$ cat src/rtl/mdu_pkg.sv
// Shared constants and enumerations for the multiply/divide unit.
// Optional feature macro: MDU_FAST_MUL_EN (single-cycle multiplier).
package mdu_pkg;

  localparam int WORD_WIDTH   = 32;
  localparam int WORD_INDEX_W = 5;
  localparam int MDUOP_WIDTH  = 3;

  // Operation codes presented on mdu_op; 3'd7 is deliberately unused.
  typedef enum logic [MDUOP_WIDTH-1:0] {
    MDU_NOP   = 3'd0,
    MDU_MULT  = 3'd1,
    MDU_MULTU = 3'd2,
    MDU_DIV   = 3'd3,
    MDU_DIVU  = 3'd4,
    MDU_MTHI  = 3'd5,
    MDU_MTLO  = 3'd6
  } mdu_op_e;

  // Sequencer states: idle, 32 datapath iterations, then sign fix-up/write-back.
  typedef enum logic [1:0] {
    MDU_ST_IDLE = 2'd0,
    MDU_ST_CALC = 2'd1,
    MDU_ST_SIGN = 2'd2
  } mdu_state_e;

endpackage

$ cat src/rtl/mdu_iter_core.sv
// Unsigned iterative datapath: radix-2 shift-add multiply and restoring
// shift-subtract divide over a 2W accumulator. One step per enabled cycle.
// For divide the accumulator ends as {remainder, quotient}; for multiply
// it ends as the full product.
module mdu_iter_core
  import mdu_pkg::*;
#(
  parameter int W     = WORD_WIDTH,
  parameter int CNT_W = WORD_INDEX_W + 1
) (
  input  logic           clk,
  input  logic           rst,
  input  logic           load_i,
  input  logic           step_i,
  input  logic           isDiv_i,
  input  logic [W-1:0]   opA_i,
  input  logic [W-1:0]   opB_i,
  output logic [2*W-1:0] acc_o,
  output logic           lastStep_o
);

  logic [2*W-1:0]   acc_q, acc_d;
  logic [W-1:0]     opB_q;
  logic             isDiv_q;
  logic [CNT_W-1:0] cnt_q, cnt_d;
  logic [W:0]       mulSum;
  logic [W:0]       remShift;
  logic [W:0]       remDiff;

  // Next accumulator: load the first operand, or perform one add/shift or shift/subtract step.
  always_comb begin
    acc_d    = acc_q;
    cnt_d    = cnt_q;
    mulSum   = {1'b0, acc_q[2*W-1:W]} + (acc_q[0] ? {1'b0, opB_q} : '0);
    remShift = acc_q[2*W-1:W-1];
    remDiff  = remShift - {1'b0, opB_q};
    if (load_i) begin
      acc_d = {{W{1'b0}}, opA_i};
      cnt_d = '0;
    end else if (step_i) begin
      cnt_d = cnt_q + 1'b1;
      if (isDiv_q) begin
        if (!remDiff[W]) begin
          acc_d = {remDiff[W-1:0], acc_q[W-2:0], 1'b1};
        end else begin
          acc_d = {remShift[W-1:0], acc_q[W-2:0], 1'b0};
        end
      end else begin
        acc_d = {mulSum, acc_q[W-1:1]};
      end
    end
  end

  // Accumulator, counter and latched second operand/op kind.
  always_ff @(posedge clk) begin
    if (rst) begin
      acc_q   <= '0;
      cnt_q   <= '0;
      opB_q   <= '0;
      isDiv_q <= 1'b0;
    end else begin
      acc_q <= acc_d;
      cnt_q <= cnt_d;
      if (load_i) begin
        opB_q   <= opB_i;
        isDiv_q <= isDiv_i;
      end
    end
  end

  assign acc_o      = acc_q;
  assign lastStep_o = (cnt_q == CNT_W'(W - 1));

endmodule

$ cat src/rtl/mdu.sv
// Multiply/divide unit owning the HI/LO registers: sequencer, operand sign
// handling, result fix-up, MTHI/MTLO and flush. The iterative datapath lives
// in mdu_iter_core. Define MDU_FAST_MUL_EN to make MULT/MULTU single-cycle.
module mdu
  import mdu_pkg::*;
#(
  parameter int W     = WORD_WIDTH,
  parameter int CNT_W = WORD_INDEX_W + 1
) (
  input  logic                   clk,
  input  logic                   rst,
  input  logic                   start,
  input  logic [MDUOP_WIDTH-1:0] mdu_op,
  input  logic [W-1:0]           rs_val,
  input  logic [W-1:0]           rt_val,
  input  logic                   flush,
  output logic                   busy,
  output logic                   done,
  output logic [W-1:0]           hi,
  output logic [W-1:0]           lo
);

  mdu_state_e     state_q, state_d;
  logic [W-1:0]   hi_q, hi_d, lo_q, lo_d;
  logic           done_q, done_d;
  logic           isDiv_q, negA_q, negB_q, divZero_q;
  logic           coreLoad, coreStep, coreLast;
  logic [2*W-1:0] coreAcc;
  logic           isSignedOp, isDivOp;
  logic [W-1:0]   rsMag, rtMag, quot, rem;
`ifdef MDU_FAST_MUL_EN
  logic [2*W-1:0] fastProd;
`endif

  assign isSignedOp = (mdu_op == MDU_MULT) || (mdu_op == MDU_DIV);
  assign isDivOp    = (mdu_op == MDU_DIV) || (mdu_op == MDU_DIVU);
  assign rsMag      = (isSignedOp && rs_val[W-1]) ? -rs_val : rs_val;
  assign rtMag      = (isSignedOp && rt_val[W-1]) ? -rt_val : rt_val;
  assign quot       = coreAcc[W-1:0];
  assign rem        = coreAcc[2*W-1:W];

`ifdef MDU_FAST_MUL_EN
  // Single-cycle product; signed operands sign-extend to the full 2W width.
  always_comb begin
    if (mdu_op == MDU_MULT) begin
      fastProd = $signed(rs_val) * $signed(rt_val);
    end else begin
      fastProd = {{W{1'b0}}, rs_val} * {{W{1'b0}}, rt_val};
    end
  end
`endif

  mdu_iter_core #(.W(W), .CNT_W(CNT_W)) u_core (
    .clk        (clk),
    .rst        (rst),
    .load_i     (coreLoad),
    .step_i     (coreStep),
    .isDiv_i    (isDivOp),
    .opA_i      (rsMag),
    .opB_i      (rtMag),
    .acc_o      (coreAcc),
    .lastStep_o (coreLast)
  );

  // Sequencer next state, HI/LO next values and done pulse; flush squashes everything.
  always_comb begin
    state_d  = state_q;
    hi_d     = hi_q;
    lo_d     = lo_q;
    done_d   = 1'b0;
    coreLoad = 1'b0;
    coreStep = 1'b0;
    case (state_q)
      MDU_ST_IDLE: begin
        if (start) begin
          case (mdu_op)
            MDU_MULT, MDU_MULTU: begin
`ifdef MDU_FAST_MUL_EN
              {hi_d, lo_d} = fastProd;
              done_d       = 1'b1;
`else
              coreLoad = 1'b1;
              state_d  = MDU_ST_CALC;
`endif
            end
            MDU_DIV, MDU_DIVU: begin
              coreLoad = 1'b1;
              state_d  = MDU_ST_CALC;
            end
            MDU_MTHI: hi_d = rs_val;
            MDU_MTLO: lo_d = rs_val;
            default: ;
          endcase
        end
      end
      MDU_ST_CALC: begin
        coreStep = 1'b1;
        if (coreLast) begin
          state_d = MDU_ST_SIGN;
        end
      end
      MDU_ST_SIGN: begin
        state_d = MDU_ST_IDLE;
        done_d  = 1'b1;
        if (isDiv_q) begin
          lo_d = ((negA_q ^ negB_q) && !divZero_q) ? -quot : quot;
          hi_d = negA_q ? -rem : rem;
        end else begin
          {hi_d, lo_d} = (negA_q ^ negB_q) ? -coreAcc : coreAcc;
        end
      end
      default: state_d = MDU_ST_IDLE;
    endcase
    if (flush) begin
      state_d  = MDU_ST_IDLE;
      hi_d     = hi_q;
      lo_d     = lo_q;
      done_d   = 1'b0;
      coreLoad = 1'b0;
      coreStep = 1'b0;
    end
  end

  // Architectural state plus operand signs captured when an iterative op is accepted.
  always_ff @(posedge clk) begin
    if (rst) begin
      state_q   <= MDU_ST_IDLE;
      hi_q      <= '0;
      lo_q      <= '0;
      done_q    <= 1'b0;
      isDiv_q   <= 1'b0;
      negA_q    <= 1'b0;
      negB_q    <= 1'b0;
      divZero_q <= 1'b0;
    end else begin
      state_q <= state_d;
      hi_q    <= hi_d;
      lo_q    <= lo_d;
      done_q  <= done_d;
      if (coreLoad) begin
        isDiv_q   <= isDivOp;
        negA_q    <= isSignedOp && rs_val[W-1];
        negB_q    <= isSignedOp && rt_val[W-1];
        divZero_q <= (rt_val == '0);
      end
    end
  end

  assign busy = (state_q != MDU_ST_IDLE);
  assign done = done_q;
  assign hi   = hi_q;
  assign lo   = lo_q;

endmodule

$ cat config.mk
export PLATFORM = sky130hd
export DESIGN_NAME = mdu
export DESIGN_NICKNAME = d
export VERILOG_FILES = /design/src/rtl/mdu_pkg.sv /design/src/rtl/mdu_iter_core.sv /design/src/rtl/mdu.sv
export SDC_FILE = /design/constraint.sdc
export NUM_CORES = 1
export LEC_CHECK = 0
export BUFFER_PORTS_ARGS = -buffer_cell sky130_fd_sc_hd__buf_4
export CELL_PAD_IN_SITES_DETAIL_PLACEMENT = 1
export CELL_PAD_IN_SITES_GLOBAL_PLACEMENT = 2
export CORE_MARGIN = 2
export CORE_UTILIZATION = 32
export CTS_BUF_LIST = sky130_fd_sc_hd__clkbuf_4 sky130_fd_sc_hd__clkbuf_8
export CTS_CLUSTER_SIZE = 8
export DETAILED_ROUTE_END_ITERATION = 10
export GPL_TIMING_DRIVEN = 0
export HOLD_SLACK_MARGIN = 0.02
export PLACE_DENSITY_LB_ADDON = 0.1
export REMOVE_ABC_BUFFERS = 1
export SYNTH_ARGS = -nofsm -noshare
export SYNTH_HDL_FRONTEND = slang
export SYNTH_SLANG_ARGS = --single-unit
$ cat constraint.sdc
create_clock -name clk -period 3.2 [get_ports clk]
set_input_delay 0.48 -clock clk [delete_from_list [all_inputs] [get_ports clk]]
set_output_delay 0.48 -clock clk [all_outputs]
set_load 0.02 [all_outputs]
## Word level (Yosys, flattened, before mapping)

Index checks and enable logic that the tools add are counted.

| word-level totals | value |
|---|---|
| register bits after elaboration | 173 |

| cells by class | value |
|---|---|
| reduce and logical (&&, ||, !) cells | 17 |
| add/sub/neg operators | 8 |
| multiplexer cells | 29 |
| bitwise operators | 2 |
| equal/unequal tests | 14 |

Operators by type and width:

| kind | number |
|---|---|
| 2-to-1 mux 32 bit | 13 |
| 2-to-1 mux 64 bit | 3 |
| negator 32 bit | 4 |
| one-hot mux 32 bit (2 select lines) | 2 |
| negator 64 bit | 1 |
| adder 32 x 32 -> 33 bit | 1 |
| subtractor 33 x 32 -> 33 bit | 1 |
| zero test 32 bit | 1 |
| == test 3 bit, second input constant | 3 |
| AND reduction 4 bit | 2 |
| 2-to-1 mux 1 bit | 7 |
| adder 6 x 1 -> 6 bit, second input constant | 1 |
| == test 3 x 2 -> 1 bit, second input constant | 2 |
| == test 6 x 5 -> 1 bit, second input constant | 1 |
| 2-to-1 mux 2 bit | 3 |
| != test 2 bit, second input constant | 3 |
| nonzero test 2 bit | 3 |
| != test 2 x 1 -> 1 bit, second input constant | 2 |
| one-hot mux 2 bit (2 select lines) | 1 |
| OR reduction 2 bit | 2 |
| OR reduction 4 bit | 1 |
| == test 3 x 1 -> 1 bit, second input constant | 1 |
| logical AND 1 bit | 3 |
| AND reduction 3 bit | 1 |
| other kinds (7) | 8 |

## Logic depth before layout (Yosys ltp)

| logic depth | value |
|---|---|
| word-level depth | 7 |
| gate-level depth with buffers | 14 |
| gate-level depth less buffers | 12 |

## Modules after synthesis

From an unflattened synthesis, not the netlist that was laid out.

| second synthesis, totals | value |
|---|---|
| cells, all modules | 2035 |
| area, all modules | 15135.8 µm² |

Modules (own cells, without submodules):

| module | seq. area each (µm²) | instances | cells each | area an instance (µm²) |
|---|---|---|---|---|
| mdu_iter_core | 2062.0 | 1 | 1125 | 8570.7 |
| mdu | 1421.4 | 1 | 910 | 6565.0 |

## Least setup slack after synthesis

OpenSTA, ideal clock, no wires.

| timing | value |
|---|---|
| kind | reg2reg |
| from | register u_core.acc_q[0], in the netlist u_core.acc_o[0] |
| to | register hi_q[20], in the netlist hi[20] |
| setup slack | 0.120 ns |
| setup time | 0.058 ns |
| period minus slack after synthesis | 3.080 ns |
| cell stages (with the launch flop) | 12 |
| arrival time | 3.022 ns |
| data required time | 3.142 ns |
| cells stage by stage | dfxtp_1 -> inv_1 -> buf_1 -> ha_1 -> or3b_2 -> nor4_2 -> nand4_2 -> nand2_1 -> a31oi_1 -> xnor2_1 -> a2111oi_0 -> a21o_1 |

| on the way | value |
|---|---|
| cells in the longest elaborated chain, start to end | 4 |

RTL lines:

| item | RTL line | RTL |
|---|---|---|
| start, declared | mdu_iter_core.sv:22 | `logic [2*W-1:0] acc_q, acc_d;` |
| start signal, assigned | mdu_iter_core.sv:57 | `acc_q <= '0;` |
| start signal, assigned | mdu_iter_core.sv:62 | `acc_q <= acc_d;` |
| negator 64 bit | mdu.sv:109 | `{hi_d, lo_d} = (negA_q ^ negB_q) ? -coreAcc : coreAcc;` |
| 2-to-1 mux 64 bit | mdu.sv:109 |  |
| 2-to-1 mux 32 bit | mdu.sv:105 | `if (isDiv_q) begin` |
| one-hot mux 32 bit (2 select lines) | mdu.sv:73 | `case (state_q)` |
| end signal, assigned | mdu.sv:137 | `hi_q <= hi_d;` |
| end, declared | mdu.sv:24 | `logic [W-1:0] hi_q, hi_d, lo_q, lo_d;` |

No other way between the ends.
A chain may end at the register's enable or synchronous reset.

## Final worst setup path

| timing | value |
|---|---|
| from | register u_core.acc_q[31], in the netlist u_core.acc_o[31] |
| to | register u_core.acc_q[60], in the netlist u_core.acc_o[60] |

| on the way | value |
|---|---|
| cells in the longest elaborated chain, start to end | 3 |

RTL lines:

| item | RTL line | RTL |
|---|---|---|
| subtractor 33 x 32 -> 33 bit | mdu_iter_core.sv:36 | `remDiff = remShift - {1'b0, opB_q};` |
| 2-to-1 mux 64 bit | mdu_iter_core.sv:43 | `if (!remDiff[W]) begin` |
| 2-to-1 mux 64 bit | mdu_iter_core.sv:42 | `if (isDiv_q) begin` |

No other way between the ends.

==> flow_summary.json <==
{
  "synthArstFlopShare_pct": 0,
  "synthFlopType": "dfxtp_1",
  "peakVddDrop_mv": 0.242,
  "hold_viol_final": 0,
  "rows": 77,
  "cp_data_arrival_time_ps": 3720,
  "yosysSeqAreaShare_pct": 24.5,
  "coreArea_um2": 43900,
  "dieArea_um2": 46000,
  "synth_most_common_cell": "nor2_1",
  "netlist_top_cells_area": "dfxtp_1 (24%), nor2_1 (6.9%), a21oi_1 (6.9%)",
  "worst_pin_slew_ps": 1380,
  "wire_per_inst_um": 21.7,
  "cp_max_fo": 3,
  "clkTransAtPathRegs_ps": 110,
  "maxSlewViolCount": 0,
  "end_kind": "flip-flop",
  "fmax_mhz": 311,
  "syn_area_um2": 14200,
  "insertion_delay_ps": 610,
  "dr.pass1.iters": 5,
  "grt_pass1_wl_um": 88700,
  "dr.first_iter.drc_count": 759,
  "insertedDiodeCount": 0,
  "cts_max_path_buffers": 2,
  "synth-edff-count": 0,
  "grt_use_total_pct": 24.6,
  "power.density_nw_per_um2": 369,
  "area_growth_pct": 22.2,
  "vias": 14800,
  "fin_ws_ps": -13.8,
  "max_slew_margin_pct": 7.72,
  "drcViolationCount": 0,
  "yosysTopAreaCell": "dfxtp_1",
  "synth_top_cells_by_count": "nor2_1 (262), a21oi_1 (196), dfxtp_1 (173)",
  "fin_crit_ps": 3210,
  "dieWidth_um": 214,
  "hp-class": "input pin to flip-flop",
  "dp_hpwl_um": 40900,
  "fin_skew_ps": 21.0,
  "initial_core_util_pct": 32.2,
  "nNetsFinal": 2165,
  "cts.sinks": 173,
  "yosysWarnings": 0,
  "grt_antenna_before_repair": 0,
  "p_leak_uw": 0.00671,
  "ys_types": 86,
  "final-setup-viol-count": 1,
  "die_y_um": 214,
  "pin_count": 137,
  "avgSynthCellArea_um2": 7.37,
  "drt_wl_total_um": 57000,
  "period_share_pct": 100,
  "grt-ovfl-total": 0,
  "portBuffers": 136,
  "place_ws_ps": -2000,
  "synthCells": 1922,
  "violations": "setup timing",
  "dp_cells": 2538,
  "stdcell_count": 2628,
  "cp-start-kind": "flip-flop",
  "vias_per_cell": 5.62,
  "cts_tree": "yes",
  "layout-drive-gt1-share_pct": 18.8,
  "drv_cap": 0,
  "yosysTopAreaCellShare_pct": 24.5,
  "antenna_left": 0,
  "place.gp.congestion": 0.844,
  "crit_type": "flip-flop to flip-flop",
  "first_global_vias": 15000,
  "cts_buffers": 17,
  "cts_root_buf": "clkbuf_8",
  "fillCellCount": 5378,
  "htreeDepth": 4,
  "worstPathRequired_ps": 3710,
  "grt_max_degree": 100,
  "rsz0062_at_grt": "yes",
  "fin_util_pct": 39.4,
  "status": "finished, violations left",
  "ys_ff_latch": 173
}
[cell families after synthesis]
| group | Yosys count | synth area share [%] |
|---|---|---|
| DFF | 173 | 24.5 |
| AOI/OAI and AO/OA | 639 | 29.3 |
| muxes | 48 | 3.41 |
| buffers and inverters | 184 | 5.07 |
| adders and majority gates | 71 | 6.38 |
| xor gates and xnor gates | 163 | 10.1 |
| and+or+nand+nor | 644 | 21.3 |
[final cells by class]
cell class	count	area [um^2]	area share (%)
Timing Repair Buffer	202	1720	9.94
Sequential cell	173	3520	20.4
Clock buffer	18	241	1.39
Tap cell	592	741	4.28
Multi-Input combinational cell	1567	10600	61.5
Clock inverter	14	194	1.12
Timing Repair inverter	2	15.0	0.0867
Inverter	60	234	1.35
[metrics by stage]
step	hold slack, ps	instance area (um^2)	setup TNS [ps]	total power (uW)
6_report	151	17300	-13.8	6400
5_1_grt	126	17300	-655	6740
4_1_cts	103	16900	-66.7	6350
3_5_place_dp	443	15700	-81250	4100
3_3_place_gp	442	15400	-414360	4060
2_1_floorplan	426	13700	-81780	3430
[state kept, by name (all words and copies together), names as in the netlist]
signal and count:
u_core.cnt_q 6, hi 32, state_q 2, done 1, u_core.acc_o 64, lo 32, u_core.opB_q 32, divZero_q 1
u_core.isDiv_q 1, negA_q 1, negB_q 1
[per-layer routing]
| metal | wire length (um) | global-route usage (%) |
|---|---|---|
| met1 | 26900 | 32.1 |
| met2 | 27400 | 42.3 |
| met3 | 1710 | 3.67 |
| met4 | 1100 | 6.88 |
| met5 | 0 | 0 |
[cell usage in the layout (no fill, tap or decap), drive strengths merged, types with 16 or more instances in the layout]
cell type | Yosys | layout
xor2 | 72 | 72
buf | 17 | 202
inv | 59 | 61
a31oi | 21 | 21
xnor2 | 91 | 91
a21oi | 196 | 196
o41ai | 21 | 21
dfxtp | 173 | 173
a311oi | 16 | 16
nand4 | 18 | 18
nor2 | 263 | 263
nor3 | 45 | 45
nor4 | 23 | 23
mux2i | 46 | 46
ha | 69 | 69
or3 | 22 | 22
nand2 | 150 | 150
clkbuf | 107 | 18
o21ai | 123 | 123
nand3 | 24 | 24
nand2b | 17 | 17
a211oi | 109 | 109
a21o | 23 | 23
and2 | 19 | 21
[final timing paths]
| kind | start | to | slack [ps] | cells after the start |
|---|---|---|---|---|
| max | u_core.acc_o[31]$_SDFFE_PP0P_ | u_core.acc_o[60]$_SDFFE_PP0P_ | -10 | 14 |
| min | mdu_op[2] | u_core.isDiv_q$_SDFFE_PP0P_ | 150 | 3 |
| max reg2reg | u_core.acc_o[31]$_SDFFE_PP0P_ | u_core.acc_o[60]$_SDFFE_PP0P_ | -10 | 14 |
| min reg2reg | u_core.opB_q[31]$_SDFFE_PP0P_ | u_core.opB_q[31]$_SDFFE_PP0P_ | 460 | 2 |
[power breakdown]
group / switching [uW] / total, uW / leakage [uW] / internal, uW
Sequential: 121 / 2340 / 0.00142 / 2220
Clock: 977 / 1840 / 0.000217 / 860
Combinational: 1310 / 2220 / 0.00507 / 910
[critical path, cell delays in order (launching register included)]
cell	delay, ps
dfxtp_4	420
inv_4	40
ha_4	160
fa_2	350
nand2b_4	170
a21o_4	230
a211oi_4	320
nor4b_4	90
o41ai_2	230
buf_4	180
buf_6	100
mux2i_4	70
a2111oi_4	400
a211oi_2	130
o31ai_1	220
[timing repair]
item | in CTS | in global routing
cloned | 4 | 1
buffers inserted | 35 | 20
pin swaps | 22 | 35
hold buffers | 0 | 0
endpoints found under the hold margin | 0 | 0
gates resized for setup | 101 | 78
endpoints found under the setup margin | 73 | 53
(Power assumes the default switching activity.)
